**src/rtl/vga_vram_reader.sv**
```systemverilog
// CPU read-back port for the shared text-mode video SRAM.
// Steals the phase 6/7 bus slot of a character fetch when the write path leaves it free.
module vga_vram_reader #(
    parameter int unsigned SYNC_STAGES = 2,
    parameter int unsigned ADDR_W      = 14
) (
    input  logic              CLK_25,
    input  logic              nRESET,
    input  logic [2:0]        X_PHASE,
    input  logic              WR_SLOT_BUSY,
    input  logic [ADDR_W-1:0] CPU_A,
    input  logic              CPU_nCS,
    input  logic              CPU_nRD,
    output logic              CPU_nWAIT,
    output logic [7:0]        CPU_DO,
    output logic              CPU_DOE,
    output logic              RD_REQ,
    output logic [ADDR_W-1:0] RD_ADDR,
    input  logic [7:0]        RAM_D
);

    typedef enum logic [1:0] {
        ST_IDLE,
        ST_ARMED,
        ST_ACCESS,
        ST_HOLD
    } state_e;

    state_e              state_q, state_d;
    logic [SYNC_STAGES-1:0] sync_q, sync_d;
    logic                rd_req_q, rd_req_d;
    logic [ADDR_W-1:0]   rd_addr_q, rd_addr_d;
    logic [7:0]          cpu_do_q, cpu_do_d;
    logic                data_valid_q, data_valid_d;
    logic                rd_raw;
    logic                rd_sync;

    assign rd_raw  = ~CPU_nRD & ~CPU_nCS;
    assign rd_sync = sync_q[SYNC_STAGES-1];

    // WAIT/DOE are combinational so the CPU is stretched in the same cycle as its strobe.
    assign CPU_nWAIT = ~(rd_raw & ~data_valid_q);
    assign CPU_DOE   = rd_raw & data_valid_q;
    assign CPU_DO    = cpu_do_q;
    assign RD_REQ    = rd_req_q;
    assign RD_ADDR   = rd_addr_q;

    always_comb begin
        sync_d       = {sync_q[SYNC_STAGES-2:0], rd_raw};
        state_d      = state_q;
        rd_req_d     = 1'b0;
        rd_addr_d    = rd_addr_q;
        cpu_do_d     = cpu_do_q;
        data_valid_d = data_valid_q;

        case (state_q)
            ST_IDLE: begin
                if (rd_sync && !data_valid_q) begin
                    state_d   = ST_ARMED;
                    rd_addr_d = CPU_A;
                end
            end
            ST_ARMED: begin
                if (!rd_sync) begin
                    state_d = ST_IDLE;
                end else if (X_PHASE == 3'd5 && !WR_SLOT_BUSY) begin
                    state_d  = ST_ACCESS;
                    rd_req_d = 1'b1;
                end
            end
            ST_ACCESS: begin
                // A slot, once claimed, always runs to phase 7; an abort only discards the byte.
                if (X_PHASE == 3'd6) begin
                    rd_req_d = 1'b1;
                end else if (X_PHASE == 3'd7) begin
                    cpu_do_d     = RAM_D;
                    data_valid_d = rd_sync;
                    state_d      = rd_sync ? ST_HOLD : ST_IDLE;
                end else begin
                    state_d = ST_IDLE;
                end
            end
            ST_HOLD: begin
                if (!rd_sync) begin
                    data_valid_d = 1'b0;
                    state_d      = ST_IDLE;
                end
            end
            default: state_d = ST_IDLE;
        endcase
    end

    always_ff @(posedge CLK_25) begin
        if (!nRESET) begin
            state_q      <= ST_IDLE;
            sync_q       <= '0;
            rd_req_q     <= 1'b0;
            rd_addr_q    <= '0;
            cpu_do_q     <= '0;
            data_valid_q <= 1'b0;
        end else begin
            state_q      <= state_d;
            sync_q       <= sync_d;
            rd_req_q     <= rd_req_d;
            rd_addr_q    <= rd_addr_d;
            cpu_do_q     <= cpu_do_d;
            data_valid_q <= data_valid_d;
        end
    end

endmodule
```
**config.mk**
```make
export PLATFORM = sky130hd
export DESIGN_NAME = vga_vram_reader
export DESIGN_NICKNAME = d
export VERILOG_FILES = /design/src/rtl/vga_vram_reader.sv
export SDC_FILE = /design/constraint.sdc
export NUM_CORES = 1
export LEC_CHECK = 0
export ABC_AREA = 0
export CORE_ASPECT_RATIO = 0.8
export CORE_MARGIN = 1
export CORE_UTILIZATION = 41
export DETAILED_ROUTE_END_ITERATION = 12
export HOLD_SLACK_MARGIN = 0.02
export PLACE_DENSITY = 0.79
export SETUP_SLACK_MARGIN = 0.3
export SLEW_MARGIN = 20
export SYNTH_ARGS = -nofsm -noshare
export SYNTH_HDL_FRONTEND = slang
export SYNTH_SLANG_ARGS = --single-unit
```
**constraint.sdc**
```tcl
create_clock -name CLK_25 -period 1.98 [get_ports CLK_25]
set_input_delay 0.198 -clock CLK_25 [delete_from_list [all_inputs] [get_ports CLK_25]]
set_output_delay 0.198 -clock CLK_25 [all_outputs]
set_load 0.03 [all_outputs]
```
### Word-level counts from Yosys, hierarchy flattened

Cells that the tools add are included.

| word-level totals | value |
|---|---|
| register bits after elaboration | 28 |
| input bits | 30 |
| output and inout port bits | 25 |
| logic and storage cells | 51 |

| cells by class | value |
|---|---|
| equal/unequal tests | 11 |
| mux-type cells | 16 |
| bitwise logic cells | 8 |
| reductions and logical operators | 10 |

Operators by type and width:

| operator | number |
|---|---|
| $mux W2 | 7 |
| $eq A3 B3 Y1 const B | 3 |
| $ne A2 B2 Y1 const B | 4 |
| $pmux W2 S4 | 1 |
| $reduce_and A4 Y1 | 2 |
| $mux W1 | 6 |
| $not A1 Y1 | 5 |
| $eq A2 B2 Y1 const B | 2 |
| $pmux W1 S2 | 2 |
| $and A1 B1 Y1 | 3 |
| $ne A3 B3 Y1 const B | 1 |
| $reduce_and A3 Y1 | 1 |
| $eq A2 B1 Y1 const B | 1 |
| $logic_and A1 B1 Y1 | 2 |
| $logic_not A1 Y1 | 2 |
| $logic_not A2 Y1 | 1 |
| $reduce_and A2 Y1 | 1 |
| $reduce_bool A2 Y1 | 1 |

### Longest topological paths before layout

Gate-level depths: netlist (run 1).

| depth | value |
|---|---|
| depth after elaboration | 5 |
| depth in mapped cells | 7 |
| depth with buffers taken out | 6 |

### Worst setup path after synthesis (run 1)

OpenSTA, ideal clock, no wires.

| timing | value |
|---|---|
| path kind | reg-to-reg |
| start | register state_q[0] |
| end | register state_q[0] |
| library setup time | 0.115 ns |
| data arrival time | 1.356 ns |
| required time | 1.865 ns |
| path slack | 0.510 ns |
| cell stages (with the launch flop) | 7 |
| clock period less this slack | 1.470 ns |
| cells stage by stage | dfxtp_1 inv_1 ha_1 and4_1 a221o_1 o21ai_1 o21ba_1 |

| on the way | value |
|---|---|
| longest elaborated chain between the ends | 3 |
| elaborated cells on any way between the ends | 10 |
| those cells by class | eq/ne (7); mux (1); reduce/logical (2) |

Ends and longest elaborated chain:

| item | line | text |
|---|---|---|
| from (decl) | 29 | `state_e state_q, state_d;` |
| from (signal assigned) | 102 | `state_q <= state_d;` |
| $eq A2 B1 Y1 (tied with other cells) | 56 | `case (state_q)` |
| $ne A3 B3 Y1 (no source line) or $ne A2 B2 Y1 (tied branches) | -- |  |
| $reduce_and A4 Y1 (no source line) | -- |  |

Several ways; a longest one is shown, not always the timed one.
A chain may end at the register's enable or synchronous reset.

### Worst setup path in the final report (run 1)

Ends and elaborated chain as after synthesis.

==> metrics.md, run 1 <==
| Metric | Value |
|---|---|
| Status | completed |
| DR pass1 iterations | 4 |
| Tcrit/Tclk final | 0.8267 |
| Hold Buf Count CTS | 0 |
| Synth top area share | 0.4609 |
| Tightest Hold Check Type | register to register |
| DP Wirelength | about 2200 um |
| DIE AREA | 3189 um^2 |
| Clock skew | 0.003188 ns |
| Power per cell area | 633.1 nW/um^2 |
| Max IR drop VDD | 0.5060 mV |
| Initial Util | 0.4365 |
| Crit end category | register |
| CP Class | register to register |
| FMAX | 0.6109 GHz |
| Avg Synthesized Cell Area | between 8 and 9 um^2 |
| Final setup TNS | 0 ns |
| CTS resizes | 3 |
| Finished Layout Cells | between 200 and 250 |
| Clock-pin slew on the worst setup and hold paths | approximately 0.090 ns |
| Setup Slack @ Placement | 0.1780 ns |
| Slew Viols, Final | 0 |
| Startpoint types | register |
| Placer Congestion | approximately 0.70 |
| Leakage power | 0.6593 nW |
| Final worst setup slack | between 0.3 and 0.4 ns |
| Top post-synthesis cells by area | dfxtp_1 46%, nand2_1 15%, a21boi_0 12%, ha_1 5.1%, a21boi_1 1.9% |
| Final setup violation count | 0 |
| Mapped Cells | 140 |
| Drt drc | 0 |
| CTS tree | built |
| Critical Path Fanout Max | 11 |
| Worst Max-Slew Pin Slew | 0.3782 ns |
| Largest net degree at the start of global routing | 17 |
| Slew margin rel. | 0.7475 |
| Depth of the CTS H-tree | 1 |
| GRT Resource Usage Total | 0.1952 |
| Syn_nets | 175 |
| Final Hold Fails | 0 |
| Synth area leader | dfxtp_1 |
| Die height | 50.72 um |
| Clock Root Buffer | clkbuf_8 |
| Post-route ant nets | 0 |
| Row cnt | 17 |
| Avg WL per Cell | 12.91 um |
| Detailed Route Iter0 Violations | 37 |
| Layout cells sized above 1 | 0.07254 |
| Overall die width | about 63 um |
| Global route overflow | 0 |
| Number of post-CTS setup repair buffers | 0 |
| CORE AREA | 2786 um^2 |
| Post-Syn Area | ~1200 um^2 |
| Fin Hold WS | approximately 0.46 ns |
| Via count | 1142 |
| Initial antenna violation count | 0 |
| CTS buffer count | 3 |
| Post-layout instance area | 1857 um^2 |
| Seq/Total Area, Yosys | 0.4609 |
| Min Tclk post-route | about 1.6 ns |
| Placed Cells | 227 |
| Number of top-level pins | between 50 and 60 |
| Fin util | 0.6664 |
| Clk_lat worst skew | 0.27 ns |
| Global-route wire length before repair | 4767 um |
| FILL cells | 225 |
| Post-place instance area | 1775 um^2 |
| Vias in the first global route | between 1000 and 1500 |
| Via density | just under 5 |
| Max Buffers Root-to-Sink | 2 |
| Synth cell types | 30 |
| Wirelength, routed | between 2000 and 3000 um |
| RSZ-0062 raised after global routing | false |
| Max cap viols | 0 |
| Seq cells post-synth | 28 |
| Critical Path AT | 1.80 ns |
| Total chip power | 1.175 mW |
| # diodes | 0 |
| Num Clock Sinks | 28 |
| Syn. warnings | 0 |
| WP data required | 2.15 ns |
| Layout area overhead | 52.67% |
| Fin nets | between 200 and 250 |
| Buffers added on ports | 54 |
==> power by group <==
group          leakage, nW  switching, mW  internal [mW]
clock               0.0357          0.171          0.270
sequential           0.227        0.00903          0.574
combinational        0.397         0.0630         0.0880
==> flip-flops by register name (all words and copies together), names as in the netlist <==
signal,flops
CPU_DO,8
RD_REQ,1
state_q,2
RD_ADDR,14
data_valid_q,1
sync_q,2
==> layout by cell type, fill, tap and decap left out, drive strengths merged <==
cell and count:
and4 1, nor3 1, dlygate4sd2 2, nand4b 1, a221o 1, or3 1, buf 3, o211ai 1
and2 1, o21ai 3, o211a 1, inv 4, a21boi 22, clkbuf 3, dfxtp 28, clkdlybuf4s50 52
bufinv 1, and3 1, nand2 49, a21oi 3, nand4 1, ha 5, nor2 1, nand2b 1
mux2i 1, o21ba 1, nand3 2, and4bb 1, nor3b 1
==> Yosys cell counts, drive strengths merged <==
cell type and count:
and4bb 1, o21ba 1, nand4 1, inv 4, nand2 49, o211a 1
and4 1, nor3 1, nand2b 1, nor3b 1, ha 5, nand4b 1
a21boi 22, mux2i 1, o21ai 3, dfxtp 28, buf 5, or3 1
and2 1, o211ai 1, a21oi 3, a221o 1, and3 1, nor2 1
clkbuf 3, nand3 2
==> path summary, 6_finish.rpt <==
check	start	to	slack, ns	depth (start not counted)
setup / recovery	state_q[0]	state_q[0]	0.34	6
hold / removal	RD_ADDR[12]	RD_ADDR[12]	0.46	2
setup reg to reg	state_q[0]	state_q[0]	0.34	6
hold reg to reg	RD_ADDR[12]	RD_ADDR[12]	0.46	2
==> per-layer routing <==
metal,part of all wire,up-vias,GRT usage
li1,-,568,-
met1,0.41,539,0.2078
met2,0.54,33,0.3763
met3,0.040,2,0.05227
met4,0.0047,0,0.05426
met5,0,-,0
==> final cells by class <==
type | instances | area (um^2) | share of cell area
Clock buffer | 3 | 41.29 | 0.02224
Multi-Input combinational cell | 100 | 600.6 | 0.3235
Clock inverter | 1 | 30.03 | 0.01617
Timing Repair Buffer | 57 | 560.5 | 0.3019
Tap cell | 38 | 47.55 | 0.02561
Sequential cell | 28 | 561.8 | 0.3026
Inverter | 4 | 15.01 | 0.008086
==> worst max-delay path: stages (launching register included) <==
cell and delay, ns:
dfxtp_2 0.38, inv_1 0.09, ha_2 0.22, and4_4 0.23
a221o_1 0.31, o21ai_1 0.14, o21ba_1 0.17
==> cells by family (layout without fill, tap and decap cells) <==
logic type,count (synthesis),after routing,synth area share
adders and majority gates,5,5,0.05144
buffers and inverters,12,65,0.05452
DFF,28,28,0.4609
AOI/OAI and AO/OA,32,32,0.1955
muxes,1,1,0.008231
and+or+nand+nor,62,62,0.2294
No activity file was read; power rests on OpenSTA's default activity.
==> run 2, diff against run 1 <==
--- a/config.mk
+++ b/config.mk
@@ -8,10 +8,10 @@
 export ABC_AREA = 0
 export CORE_ASPECT_RATIO = 0.8
 export CORE_MARGIN = 1
-export CORE_UTILIZATION = 41
+export CORE_UTILIZATION = 37
 export DETAILED_ROUTE_END_ITERATION = 12
 export HOLD_SLACK_MARGIN = 0.02
-export PLACE_DENSITY = 0.79
+export PLACE_DENSITY = 0.75
 export SETUP_SLACK_MARGIN = 0.3
 export SLEW_MARGIN = 20
 export SYNTH_ARGS = -nofsm -noshare
==> constraint.sdc (replaced) <==
create_clock -name CLK_25 -period 1.5 [get_ports CLK_25]
set_input_delay 0.15 -clock CLK_25 [delete_from_list [all_inputs] [get_ports CLK_25]]
set_output_delay 0.15 -clock CLK_25 [all_outputs]
set_load 0.03 [all_outputs]
==> metrics.md, run 2 (same netlist as run 1, synthesis figures left out) <==
| Metric | Value |
|---|---|
| DIE AREA | 3522 um^2 (was 3189 um^2) |
| Clock-pin slew on the worst setup and hold paths | 0.10 ns (was 0.09 ns) |
| DR pass1 iterations | 4 (unchanged) |
| Placer Congestion | 0.8165 (was 0.7001) |
| Final setup violation count | 0 (unchanged) |
| RSZ-0062 raised after global routing | true (was false) |
| Post-layout instance area | 2192 um^2 (was 1857 um^2) |
| Max reg flops | 14 (unchanged) |
| Vias in the first global route | 1165 (was 1116) |
| Startpoint types | register (unchanged) |
| R2R cell count | 6 (unchanged) |
| Final Hold Fails | 0 (unchanged) |
| Largest net degree at the start of global routing | 17 (unchanged) |
| CP Class | register to register (unchanged) |
| Overall die width | 66.10 um (was 62.89 um) |
| DP Wirelength | 2157 um (was 2242 um) |
| Clock Root Buffer | clkbuf_8 (unchanged) |
| Crit end category | register (unchanged) |
| Slew margin rel. | 0.7612 (was 0.7475) |
| Critical Path AT | 1.59 ns (was 1.80 ns) |
| FMAX | 0.7061 GHz (was 0.6109 GHz) |
| Number of top-level pins | 55 (unchanged) |
| Max cap viols | 0 (unchanged) |
| Worst Max-Slew Pin Slew | 0.3571 ns (was 0.3782 ns) |
| Num Clock Sinks | 28 (unchanged) |
| CORE AREA | 3108 um^2 (was 2786 um^2) |
| Post-place instance area | 1833 um^2 (was 1775 um^2) |
| Post-route ant nets | 0 (unchanged) |
| FF/Latch Area | 570.5 um^2 (was 561.8 um^2) |
| Min Tclk post-route | 1.416 ns (was 1.637 ns) |
| Initial antenna violation count | 0 (unchanged) |
| Min-Delay Path Depth | 3 (was 2) |
| Layout cells sized above 1 | 0.3925 (was 0.07254) |
| Max IR drop VDD | 1.043 mV (was 0.5060 mV) |
| CTS tree | built (unchanged) |
| GRT Resource Usage Total | 0.1909 (was 0.1952) |
| Max Buffers Root-to-Sink | 2 (unchanged) |
| Worst-path cell chain | inv_4, ha_4, and4_4, a221o_1, o21ai_1, o21ba_1 (was inv_1, ha_2, and4_4, a221o_1, o21ai_1, o21ba_1) |
| Fin util | 0.7053 (was 0.6664) |
| Tightest Hold Check Type | primary input to register (was register to register) |
| Die height | 53.28 um (was 50.72 um) |
| Detailed Route Iter0 Violations | 38 (was 37) |
| Power per cell area | 754.6 nW/um^2 (was 633.1 nW/um^2) |
| Commonest non-fill, non-tap cell in the layout | clkdlybuf4s50_1 (unchanged) |
| Avg WL per Cell | 14.94 um (was 12.91 um) |
| Depth of the CTS H-tree | 1 (unchanged) |
| Most frequent cells in the layout | 28 x clkdlybuf4s50_1, 24 x dfxtp_1, 24 x nand2_2 (was 52 x clkdlybuf4s50_1, 49 x nand2_1, 27 x dfxtp_1) |
| Tcrit/Tclk final | 0.9442 (was 0.8267) |
| Clock skew | 0.0009201 ns (was 0.003188 ns) |
| Initial Util | 0.3913 (was 0.4365) |
| Row cnt | 18 (was 17) |
| Via count | 1271 (was 1142) |
| Hold Buf Count CTS | 0 (unchanged) |
| Fin nets | 250 (was 229) |
| Critical Path Fanout Max | 4 (was 11) |
| Worst path slowest cell | dfxtp_4 (was dfxtp_2) |
| Status | completed (unchanged) |
| Layout area overhead | 80.25% (was 52.67%) |
| Fin Hold WS | 0.1944 ns (was 0.4635 ns) |
| Global-route wire length before repair | 5050 um (was 4767 um) |
| Leakage power | 0.8771 nW (was 0.6593 nW) |
| FILL cells | 213 (was 225) |
| CTS buffer count | 3 (unchanged) |
| Wirelength, routed | 3795 um (was 2982 um) |
| Clk_lat worst skew | 0.27 ns (about the same) |
| Buffers added on ports | 54 (unchanged) |
| Slew Viols, Final | 0 (unchanged) |
| Multi-input gate area | 752.0 um^2 (was 600.6 um^2) |
| Via density | 5.004 (was 4.944) |
| Worst path max stage delay | 0.37 ns (was 0.38 ns) |
| Total chip power | 1.654 mW (was 1.175 mW) |
| Global route overflow | 0 (unchanged) |
| WP data required | 1.67 ns (was 2.15 ns) |
| # diodes | 0 (unchanged) |
| Drt drc | 0 (unchanged) |
==> run 2: cell count changes in the layout (fill, tap and decap cells not counted), sizes merged <==
cell / previous run / this run
dlymetal6s2s: 0 / 1
clkinvlp: 0 / 1
and3: 1 / 2
inv: 4 / 3
clkdlybuf4s50: 52 / 28
buf: 3 / 25
dlygate4sd2: 2 / 6
clkbuf: 3 / 9
clkdlybuf4s15: 0 / 11
==> run 2: final timing paths <==
kind | slack, ns | start | endpoint
setup / recovery | 0.08 | state_q[0] | state_q[0]
hold reg to reg | 0.46 | CPU_DO[6] | CPU_DO[6]
setup reg to reg | 0.08 | state_q[0] | state_q[0]
hold / removal | 0.19 | CPU_nRD | sync_q[0]
==> run 2: per-stage QoR <==
stage	setup slack, ns	std cells	TNS, ns
after floorplan	0.1851	140	0
after global placement	-0.1446	234	-0.1446
after detailed placement	-0.1538	234	-0.2346
after CTS	0.07953	244	0
after global routing	0.04127	254	0
final	0.08377	254	0
==> run 2: critical path, delay by kind of cell (launching register included) <==
kind	cells	cell delay (ns)
AOI/OAI and AO/OA	3	0.58
adders and majority gates	1	0.16
buffers and inverters	1	0.04
DFF	1	0.37
and+or+nand+nor	1	0.16
==> run 2: report_power, final <==
part | switching (mW) | total, mW | internal [mW]
registers | 0.0130 | 0.769 | 0.756
clock network | 0.239 | 0.596 | 0.357
logic | 0.121 | 0.289 | 0.167
total | 0.373 | 1.65 | 1.28
==> run 2: area by class of cell <==
cell class | count | area share
clock buffers | 3 | 0.01884
clock inverters | 1 | 0.01370
inverters | 4 | 0.009703
multi-input cells | 101 | 0.3430
flip-flops and latches | 28 | 0.2603
well taps | 40 | 0.02283
repair buffers | 77 | 0.3316
==> run 2: routing by layer <==
layer / global-route usage / up-vias / wire length, um
met5: 0 / - / 0
li1: - / 615 / -
met3: 0.05172 / 2 / 213
met1: 0.2212 / 609 / 1622
met2: 0.3605 / 45 / 1936
met4: 0.02128 / 0 / 23
==> run 2: repair_timing <==
| action | in CTS | in global routing |
|---|---|---|
| setup buffers | 3 | 10 |
| gates resized for setup | 50 | 85 |
| gates cloned | 3 | 0 |
| setup endpoints to repair | 50 | 44 |
| pin swaps | 5 | 46 |
==> run 3, diff against run 2 <==
--- a/config.mk
+++ b/config.mk
@@ -11,7 +11,7 @@
 export CORE_UTILIZATION = 37
 export DETAILED_ROUTE_END_ITERATION = 12
 export HOLD_SLACK_MARGIN = 0.02
-export PLACE_DENSITY = 0.75
+export PLACE_DENSITY = 0.72
 export SETUP_SLACK_MARGIN = 0.3
 export SLEW_MARGIN = 20
 export SYNTH_ARGS = -nofsm -noshare
==> metrics.md, run 3 (same netlist as run 1, synthesis figures left out) <==
| Metric | Value |
|---|---|
| Die height | 53.28 um (unchanged) |
| Clock-pin slew on the worst setup and hold paths | 0.09 ns (was 0.10 ns) |
| Clk_lat worst skew | 0.28 ns (was 0.27 ns) |
| Most frequent cells in the layout | 45 x nand2_1, 27 x clkdlybuf4s50_1, 24 x dfxtp_1 (was 28 x clkdlybuf4s50_1, 24 x dfxtp_1, 24 x nand2_2) |
| Num Clock Sinks | 28 (unchanged) |
| # diodes | 0 (unchanged) |
| RSZ-0062 raised after global routing | true (unchanged) |
| DIE AREA | 3522 um^2 (unchanged) |
| Max IR drop VDD | 0.5968 mV (was 1.043 mV) |
| Overall die width | 66.10 um (unchanged) |
| Crit end category | register (unchanged) |
| Placed Cells | 233 (was 234) |
| Initial Util | 0.3913 (unchanged) |
| Drt drc | 0 (unchanged) |
| Slew Viols, Final | 0 (unchanged) |
| CTS buffer count | 3 (unchanged) |
| Max cap viols | 0 (unchanged) |
| Final setup violation count | 0 (unchanged) |
| Tightest Hold Check Type | primary input to register (unchanged) |
| Tcrit/Tclk final | 0.9514 (was 0.9442) |
| Wirelength, routed | 3451 um (was 3795 um) |
| Clock skew | 0.001402 ns (was 0.0009201 ns) |
| Initial antenna violation count | 0 (unchanged) |
| CTS tree | built (unchanged) |
| Startpoint types | register (unchanged) |
| Post-place instance area | 1826 um^2 (was 1833 um^2) |
| Hold Buf Count CTS | 0 (unchanged) |
| Global-route wire length before repair | 5175 um (was 5050 um) |
| Worst Max-Slew Pin Slew | 0.3720 ns (was 0.3571 ns) |
| Vias in the first global route | 1141 (was 1165) |
| Post-route ant nets | 0 (unchanged) |
| WP data required | 1.68 ns (was 1.67 ns) |
| Critical Path Fanout Max | 4 (unchanged) |
| FILL cells | 261 (was 213) |
| Leakage power | 0.8032 nW (was 0.8771 nW) |
| Number of top-level pins | 55 (unchanged) |
| Row cnt | 18 (unchanged) |
| Clock Root Buffer | clkbuf_8 (unchanged) |
| Slew margin rel. | 0.7512 (was 0.7612) |
| Final setup TNS | 0 ns (unchanged) |
| CP Class | register to register (unchanged) |
| Finished Layout Cells | 248 (was 254) |
| Largest net degree at the start of global routing | 19 (was 17) |
| Status | completed (unchanged) |
| Final Hold Fails | 0 (unchanged) |
| Fin util | 0.6663 (was 0.7053) |
| Commonest non-fill, non-tap cell in the layout | nand2_1 (was clkdlybuf4s50_1) |
| Detailed Route Iter0 Violations | 42 (was 38) |
| Placer Congestion | 0.8278 (was 0.8165) |
| Post-layout instance area | 2071 um^2 (was 2192 um^2) |
| Avg WL per Cell | 13.92 um (was 14.94 um) |
| Global route overflow | 0 (unchanged) |
| Via density | 4.919 (was 5.004) |
| Layout area overhead | 70.27% (was 80.25%) |
| Depth of the CTS H-tree | 1 (unchanged) |
| Via count | 1220 (was 1271) |
| GRT Resource Usage Total | 0.2008 (was 0.1909) |
| DP Wirelength | 2183 um (was 2157 um) |
| Max Buffers Root-to-Sink | 2 (unchanged) |
| Layout cells sized above 1 | 0.2452 (was 0.3925) |
| FMAX | 0.7007 GHz (was 0.7061 GHz) |
| Power per cell area | 776.8 nW/um^2 (was 754.6 nW/um^2) |
| DR pass1 iterations | 4 (unchanged) |
| Min Tclk post-route | 1.427 ns (was 1.416 ns) |
| Max reg flops | 14 (unchanged) |
| Fin nets | 244 (was 250) |
| Buffers added on ports | 54 (unchanged) |
| CORE AREA | 3108 um^2 (unchanged) |
| Critical Path AT | 1.61 ns (was 1.59 ns) |
-- run 3: critical path, stage by stage (launching register included) --
cell	delay, ns
dfxtp_4	0.38
inv_4	0.05
ha_4	0.16
and4_4	0.16
a221o_1	0.30
o21ai_1	0.12
o21ba_1	0.16
-- run 3: layout make-up --
type	instances	area, um^2	area share
inverter	4	20.02	0.009668
clock buffer	3	41.29	0.01994
clock inverter	1	30.03	0.01450
multi-input combinational	101	683.2	0.3299
tap	40	50.05	0.02417
timing repair buffer	71	675.6	0.3263
sequential	28	570.5	0.2755
-- run 3: metal layers --
layer | GRT usage | wire [um] | vias up | share of wire
met2 | 0.3520 | 1679 | 49 | 0.49
met1 | 0.2307 | 1461 | 557 | 0.42
met5 | 0 | 0 | - | 0
li1 | - | - | 605 | -
met4 | 0.08511 | 57 | 0 | 0.017
met3 | 0.05388 | 253 | 9 | 0.073
-- run 3: where the power goes --
part | total, mW | switching [mW] | internal, mW
clock | 0.593 | 0.236 | 0.358
combinational | 0.245 | 0.103 | 0.142
sequential | 0.770 | 0.0134 | 0.756
total | 1.61 | 0.352 | 1.26
-- run 3: final timing paths --
check              from         end  slack [ns]  cells after the start
max          state_q[0]  state_q[0]        0.07                      6
min             CPU_nCS   sync_q[0]        0.20                      3
max reg2reg  state_q[0]  state_q[0]        0.07                      6
min reg2reg   sync_q[0]   sync_q[1]        0.45                      1
-- run 3: what timing repair did --
action,in CTS,in global routing
resized for setup,50,48
pin swaps,3,6
setup buffers,7,2
endpoints found under the setup margin,50,47
gates cloned,2,0
-- run 3: through the flow --
step | hold WS, ns | setup slack (ns) | power [mW]
final | 0.1988 | 0.07291 | 1.608
after detailed placement | 0.4257 | -0.1624 | 0.9894
after global routing | 0.2080 | 0.003190 | 1.674
after CTS | 0.2755 | 0.08184 | 1.604
after global placement | 0.4199 | -0.1455 | 0.9832
after floorplan | 0.2251 | 0.1851 | 0.8722
==> variant, RTL diff (flow settings as in run 3) <==
The parameter `ADDR_W` goes from 14 to 12.
--- a/src/rtl/vga_vram_reader.sv
+++ b/src/rtl/vga_vram_reader.sv
@@ -3,5 +3,5 @@
 module vga_vram_reader #(
     parameter int unsigned SYNC_STAGES = 2,
-    parameter int unsigned ADDR_W      = 14
+    parameter int unsigned ADDR_W      = 12
 ) (
     input  logic              CLK_25,
Ports: changed (resized CPU_A and RD_ADDR); port bits go from 55 to 51. No check against the original RTL was run, so the function may have changed too.
==> variant against run 3 <==
Sequential cell count shrank 2; power decreased by 24%; synthesized cell count decreased by 18%; routed wire length shrank 18%; area after synthesis fell by 13%; design area is 13% lower; first-iteration DRC count increased by 24%; worst setup slack got worse by 21 ps; critical path type unchanged.
==> variant: results (changes against run 3) <==
| Metric | Value |
|---|---|
| Adder-cell share of the synthesized area | `5.95% (+0.80 points)` |
| Post-synthesis sequential area ratio | `49.5% (+3.4 points)` |
| Distinct cells, synth | `24 (-20%)` |
| Post-Layout Inst Area | `0.00180 mm^2 (-13%)` |
| Fmax | `0.691 GHz (-1.4%)` |
| Critical path peak fanout | `3 (-1)` |
| Clock Tree Root | `clkbuf_4` |
| Final GP Congestion | `0.771 (-6.9%)` |
| FF-to-FF setup slack | `50 ps (-20 ps)` |
| Worst skew pair latency | `310 ps (+30 ps)` |
| Clock-pin slew on the worst setup and hold paths | `120 ps (+30 ps)` |
| Outcome | `finished clean` |
| Gr usage total | `19.9% (-0.15 points)` |
| Share of cells above drive strength 1 | `35.4% (+11 points)` |
| Syn Nets | `148 (-15%)` |
| Synth Area in Compound Gates | `8.56% (-11 points)` |
| Critical Path Source | `state_q[1]` |
| Vias in the first global route | `1,077 (-5.6%)` |
| Mux contribution to synthesized area | `12.4% (+12 points)` |
| Data arrival time of the worst path | `1660 ps (+50 ps)` |
| Synth top area cells | `dfxtp_1 (49%), mux2i_1 (12%), nand2_1 (7.1%), ha_1 (5.9%), nor2_1 (5.4%)` |
| Reg2Reg Depth | `7 (+1)` |
| Max reg flops | `12 (-2)` |
| Dpl cell area | `0.00168 mm^2 (-8.0%)` |
| Iteration-0 DRC Markers | `52 (+24%)` |
-- variant: cell types whose count changed in the layout (fill, tap and decap cells not counted), moves of 3 or more --
cell	run 3	this run
dlygate4sd2_1	5	1
mux2i_1	1	12
nor2_1	1	15
a21boi_1	11	0
a21oi_2	2	8
clkbuf_8	3	0
a21boi_0	9	0
clkbuf_4	0	3
clkdlybuf4s15_2	0	5
buf_6	7	2
nand2_2	4	0
nand2_1	45	19
clkdlybuf4s15_1	17	1
clkbuf_2	2	15
-- variant: final cells by class --
class / count / area, um^2
clock buffers: 3 / 22.5
fillers: 216 / 767
inverters: 4 / 22.5
multi-input cells: 81 / 606
flip-flops and latches: 26 / 532
well taps: 36 / 45.0
repair buffers: 64 / 568
-- variant: stage by stage --
step,cells,hold WS [ps]
finish,214,269
global route,214,253
CTS,214,253
detailed placement,206,436
global placement,206,417
floorplan,115,227
-- variant: routing by layer --
| layer | global-route usage [%] | vias to the layer above | part of all wire, % |
|---|---|---|---|
| li1 | - | 520 | - |
| met1 | 22.7 | 485 | 42 |
| met2 | 36.7 | 39 | 51 |
| met3 | 4.46 | 2 | 6.1 |
| met4 | 4.44 | 0 | 0.67 |
| met5 | 0 | - | 0 |
-- variant: critical path: cells and delay by family, from the launching register on --
kind	cells	cell delay [ps]
compound gates	3	450
fa+ha+maj	1	150
buf+inv	2	240
flops	1	390
simple gates	1	120
-- variant: what timing repair did --
item,4_1_cts,5_1_grt
gates resized for setup,66,35
gates cloned,1,0
buffers inserted,4,0
pin swaps,3,7
endpoints found under the setup margin,47,42
-- variant: report_power, final --
part           leakage, nW  switching [mW]  total (mW)  internal [mW]
logic                0.555          0.0971       0.235          0.137
registers            0.212          0.0146       0.716          0.701
clock network       0.0138           0.184       0.278         0.0938
